<file path="config.mk">
export PLATFORM = sky130hd
export DESIGN_NAME = psk_modulator_v3
export DESIGN_NICKNAME = d
export VERILOG_FILES = /design/src/rtl/psk_modulator_v3.sv
export SDC_FILE = /design/constraint.sdc
export NUM_CORES = 1
export LEC_CHECK = 0
export ABC_CLOCK_PERIOD_IN_PS = 7100
export BUFFER_PORTS_ARGS = -buffer_cell sky130_fd_sc_hd__buf_4
export CAP_MARGIN = 40
export CORE_MARGIN = 2
export CORE_UTILIZATION = 60
export CTS_CLUSTER_DIAMETER = 200
export DETAILED_ROUTE_END_ITERATION = 6
export PLACE_DENSITY_LB_ADDON = 0.1
export SLEW_MARGIN = 5
export SYNTH_ARGS = -nofsm -noshare
export SYNTH_HDL_FRONTEND = slang
export SYNTH_SLANG_ARGS = --single-unit
</file>
<file path="constraint.sdc">
create_clock -name clk -period 7.1 [get_ports clk]
set_input_delay 0.355 -clock clk [delete_from_list [all_inputs] [get_ports clk]]
set_output_delay 0.355 -clock clk [all_outputs]
set_load 0.02 [all_outputs]
</file>
<file path="src/rtl/psk_modulator_v3.sv">
// BPSK/QPSK carrier modulator: latches one frame, plays sine-table samples per symbol
// with a phase offset chosen per symbol, then holds a zero-output guard interval.
`timescale 1ns/1ps
module psk_modulator_v3 #(
    parameter int unsigned BITS               = 32,
    parameter int unsigned SIGNAL_WIDTH       = 8,
    parameter int unsigned SAMPLES_PER_SYMBOL = 16,
    parameter int unsigned GUARD_CYCLES       = 4
) (
    input  logic                           clk,
    input  logic                           reset,
    input  logic [BITS-1:0]                data,
    input  logic                           mode,
    input  logic                           data_valid,
    output logic                           data_ready,
    output logic signed [SIGNAL_WIDTH-1:0] signal,
    output logic                           signal_valid,
    output logic                           symbol_strobe,
    output logic                           done
);

    localparam int unsigned SPS   = SAMPLES_PER_SYMBOL;
    localparam int unsigned QTR   = SPS / 4;
    localparam int unsigned IW    = $clog2(SPS);
    localparam int unsigned KW    = IW + 1;
    localparam int unsigned SYW   = (BITS > 2) ? $clog2(BITS) : 1;
    localparam int unsigned GW    = $clog2(GUARD_CYCLES + 1) + 1;
    localparam int unsigned GLAST = (GUARD_CYCLES > 0) ? GUARD_CYCLES - 1 : 0;

    typedef enum logic [1:0] {IDLE, RUN, GUARD} state_e;

    // Elaboration-time sine entry, rounded half away from zero.
    function automatic int sin_entry(input int k);
        real amp;
        real val;
        amp = real'((1 << (SIGNAL_WIDTH - 1)) - 1);
        val = amp * $sin(2.0 * 3.14159265358979323846 * real'(k) / real'(SPS));
        if (val >= 0.0) return $rtoi(val + 0.5);
        else            return -$rtoi(-val + 0.5);
    endfunction

    logic signed [SIGNAL_WIDTH-1:0] lut [SPS];

    for (genvar g = 0; g < SPS; g++) begin : g_lut
        assign lut[g] = SIGNAL_WIDTH'(sin_entry(g));
    end

    state_e          state_q, state_d;
    logic [IW-1:0]   k_q, k_d;
    logic [SYW-1:0]  sym_q, sym_d, last_sym;
    logic [BITS-1:0] sh_q, sh_d;
    logic            mode_q, mode_d;
    logic [GW-1:0]   gcnt_q, gcnt_d;
    logic            done_d;

    logic [1:0]      pair_d;
    logic [1:0]      phase_d;
    logic [KW-1:0]   sum_d;
    logic [IW-1:0]   idx_d;
    logic            valid_d;

    logic signed [SIGNAL_WIDTH-1:0] signal_q, signal_d;
    logic            signal_valid_q, symbol_strobe_q, done_q, ready_q;

    assign last_sym = mode_q ? SYW'(BITS / 2 - 1) : SYW'(BITS - 1);

    // Next-state: frame acceptance, sample/symbol sequencing and guard countdown.
    always_comb begin
        state_d = state_q;
        k_d     = k_q;
        sym_d   = sym_q;
        sh_d    = sh_q;
        mode_d  = mode_q;
        gcnt_d  = gcnt_q;
        done_d  = 1'b0;
        case (state_q)
            IDLE: begin
                if (data_valid) begin
                    state_d = RUN;
                    k_d     = '0;
                    sym_d   = '0;
                    sh_d    = data;
                    mode_d  = mode;
                end
            end
            RUN: begin
                if (k_q == IW'(SPS - 1)) begin
                    k_d = '0;
                    if (sym_q == last_sym) begin
                        done_d  = 1'b1;
                        gcnt_d  = '0;
                        state_d = (GUARD_CYCLES == 0) ? IDLE : GUARD;
                    end else begin
                        sym_d = sym_q + SYW'(1);
                        sh_d  = mode_q ? (sh_q << 2) : (sh_q << 1);
                    end
                end else begin
                    k_d = k_q + IW'(1);
                end
            end
            GUARD: begin
                if (gcnt_q == GW'(GLAST)) state_d = IDLE;
                else                      gcnt_d  = gcnt_q + GW'(1);
            end
            default: state_d = IDLE;
        endcase
    end

    // Output samples are derived from next-state so they appear one cycle after acceptance.
    always_comb begin
        pair_d  = sh_d[BITS-1 -: 2];
        phase_d = 2'd0;
        if (!mode_d) begin
            phase_d = sh_d[BITS-1] ? 2'd0 : 2'd2;
        end else begin
            case (pair_d)
                2'b00:   phase_d = 2'd0;
                2'b01:   phase_d = 2'd1;
                2'b11:   phase_d = 2'd2;
                default: phase_d = 2'd3;
            endcase
        end
        sum_d = KW'(k_d) + KW'(phase_d) * KW'(QTR);
        if (sum_d >= KW'(SPS)) sum_d = sum_d - KW'(SPS);
        idx_d    = IW'(sum_d);
        valid_d  = (state_d == RUN);
        signal_d = valid_d ? lut[idx_d] : '0;
    end

    always_ff @(posedge clk) begin
        if (reset) begin
            state_q         <= IDLE;
            k_q             <= '0;
            sym_q           <= '0;
            sh_q            <= '0;
            mode_q          <= 1'b0;
            gcnt_q          <= '0;
            signal_q        <= '0;
            signal_valid_q  <= 1'b0;
            symbol_strobe_q <= 1'b0;
            done_q          <= 1'b0;
            ready_q         <= 1'b1;
        end else begin
            state_q         <= state_d;
            k_q             <= k_d;
            sym_q           <= sym_d;
            sh_q            <= sh_d;
            mode_q          <= mode_d;
            gcnt_q          <= gcnt_d;
            signal_q        <= signal_d;
            signal_valid_q  <= valid_d;
            symbol_strobe_q <= valid_d && (k_d == '0);
            done_q          <= done_d;
            ready_q         <= (state_d == IDLE);
        end
    end

    assign signal        = signal_q;
    assign signal_valid  = signal_valid_q;
    assign symbol_strobe = symbol_strobe_q;
    assign done          = done_q;
    assign data_ready    = ready_q;

endmodule

</file>
==> impl_metrics.csv <==
group,metric,value,unit
logic_synthesis,syn-num-nets,350,
logic_synthesis,synthTopCellsByArea,"dfxtp_1 (41%), a222oi_1 (9.9%), mux2_2 (8.1%)",
timing,report.final.hold_viol_count,0,
clock_network,cts_tree,"built",
die,die_w,73.81,um
global_routing,antenna_found_initial,0,
job,drv_cap,0,
route,drtPass1Iterations,7,
global_routing,grt_pass1_wl,10090,um
logic_synthesis,synth_cells,305,
clock_network,cts_buffer_depth,2,
global_routing,grt_use_met1,0.3080,
die,die_h,73.81,um
logic_synthesis,async_reset_ff_frac,0,
run_status,outcome,"finished, violations left",
logic_synthesis,syn_area,2924,um2
worst_hold_path,hold_depth,3,
power,ir_drop,0.1491,mV
timing,fin_crit_sh,0.4585,
timing,worst_slew_pin_slew,590.6,ps
timing,setup_viol,0,
run_status,violations,"design-rule violations",
logic_synthesis,synth_top_area_share,0.4108,
timing,fin_skew,7.429,ps
clock_network,hold_buffers,0,
cells_and_area,diodes,0,
clock_network,cts_buffers,9,
power,p_per_area,225.0,nW/um2
global_routing,use_met2,0.3869,
timing,tns,0,ps
cells_and_area,fin_cells,415,
timing,fin_ws,3844,ps
logic_synthesis,ys_seq_elements,60,
clock_network,cts_resized,0,
timing,period_needed,3256,ps
timing,slew_violations,0,
route,routed_via_density,5.884,
global_routing,met3_usage,0.05213,
logic_synthesis,synth-edff-count,0,
logic_synthesis,yosys.area.top_type,"dfxtp_1",
placed_design,port_buffers,47,
placed_design,dp_slack,3888,ps
timing,slew_headroom,0.6057,
cells_and_area,synthToLayoutAreaGrowth,20.84,%
worst_setup_path,crit_type,"reg2reg",
logic_synthesis,synth_seq_area_share,0.4108,
global_routing,grt_max_degree,46,
global_routing,grt_busiest_layer,"met2",
timing,clock.fmax,307.2,MHz
route,drt_wl_total,6217,um
clock_network,cts_sinks,60,
clock_network,cts_setup_buffers,0,
die,start_util,0.6191,
placed_design,dpl.hpwl,3966,um
placed_design,place_inst,399,
logic_synthesis,synth_warnings,0,
route,antenna_left,0,
route,vias,2442,
power,leakage,1.502,nW
clock_network,cts_root_buf,"clkbuf_8",
die,pin_count,48,
die,rows,25,
cells_and_area,num-nets-final,388,
logic_synthesis,synth.avg_cell_area,9.587,um2
cells_and_area,layout_common_cells,"dfxtp_1 (60), nor2_1 (52), buf_4 (49), a222oi_1 (29), mux2_2 (21)",
worst_hold_path,min_path_type,"in2reg",
clock_network,clk_latency,330,ps
cells_and_area,nFillCells,342,
worst_setup_path,r2r_cells,11,
worst_setup_path,worstPathArrival,3500,ps
global_routing,grt_pass1_vias,2196,
cells_and_area,final_common_cell,"dfxtp_1",
clock_network,htreeDepth,3,
placed_design,gp_congestion,0.8012,
worst_setup_path,cp_data_required_time,7340,ps
die,core,4723,um2
global_routing,grtUsageTotal,0.2394,
timing,rsz0062_at_grt,"no",
clock_network,clkTransAtPathRegs,60,ps
logic_synthesis,synth-main-ff-cell,"dfxtp_1",
worst_setup_path,crit_path_end_kind,"flip-flop",
global_routing,overflow,0,
route,drt_iter0_markers,334,
route,drc_errors,5,
route,wire_per_inst,14.98,um
logic_synthesis,synth_cell_types,47,
worst_setup_path,startpoint_type,"flip-flop",
worst_setup_path,cp_max_fo,12,
die,die-area,5448,um2
cells_and_area,drive_above_1_share,0.2730,
==> critical path, stage by stage (launching register included) <==
cell	delay [ps]
dfxtp_1	700
mux2_1	370
mux2_1	280
a22oi_1	180
a2bb2oi_1	260
xnor2_1	150
nor2_1	60
ha_1	230
xor2_1	190
xnor2_2	420
a211oi_2	100
a211oi_1	220
==> kinds of logic (layout without fill, tap and decap cells) <==
| kind of cell | count (synthesis) | in the layout | share of synthesized area |
|---|---|---|---|
| buf+inv | 31 | 74 | 0.04236 |
| fa+ha+maj | 9 | 9 | 0.03851 |
| compound gates | 60 | 60 | 0.1746 |
| simple gates | 98 | 98 | 0.1592 |
| mux | 37 | 37 | 0.1395 |
| xor+xnor | 10 | 10 | 0.03508 |
| flops | 60 | 60 | 0.4108 |
==> power by group <==
part / internal (mW) / switching (mW)
clock network: 0.175 / 0.122
logic: 0.0640 / 0.0639
registers: 0.356 / 0.0146
total: 0.595 / 0.201
==> metrics by stage <==
step | utilization | hold WS (ps) | power [mW] | cell area (um2)
after CTS | 0.7481 | 276.7 | 0.8011 | 3533
after detailed placement | 0.7057 | 468.8 | 0.5040 | 3333
final | 0.7481 | 280.4 | 0.7951 | 3533
after global placement | 0.6940 | 462.2 | 0.4989 | 3278
after global routing | 0.7481 | 286.4 | 0.8271 | 3533
after floorplan | - | 449.2 | 0.4627 | 2924
==> layer usage <==
layer	vias to the layer above	wire length, um	part of all wire
li1	1220	-	-
met1	1149	2810	0.45
met2	63	3011	0.48
met3	10	313	0.050
met4	0	81	0.013
met5	-	0	0
==> cells in the mapped netlist (4+ instances only) <==
cell and n:
nor2b_1 6, mux2_1 9, nor3_1 7, mux2i_1 7
clkbuf_1 20, ha_1 9, dfxtp_1 60, nand3_1 7
nand2_1 9, nor2_1 52, xor2_1 4, a21oi_1 5
a222oi_1 29, o21ai_1 5, mux2_2 21, xnor2_1 4
inv_1 4
==> flip-flops by register name (all words and copies together) (netlist names) <==
signal / flops
signal_valid: 1
data_ready: 1
symbol_strobe: 1
sh_q: 32
sym_q: 5
signal: 8
gcnt_q: 4
mode_q: 1
k_q: 4
done: 1
state_q: 2
==> area by class of cell <==
cell class              count  area [um2]  share of cell area
repair buffers             51       422.9              0.1197
flip-flops and latches     60        1201              0.3399
clock buffers              16       200.2             0.05666
multi-input cells         214        1599              0.4525
well taps                  67       83.83             0.02373
inverters                   7       26.28            0.007436
==> final timing paths <==
kind / from / endpoint / slack, ps
setup / recovery: mode_q / signal[1] / 3840
hold / removal: data[0] / sh_q[0] / 280
setup reg to reg: mode_q / signal[1] / 3840
hold reg to reg: sym_q[1] / sym_q[1] / 470
Note: power is estimated with default switching activity, not from simulation.
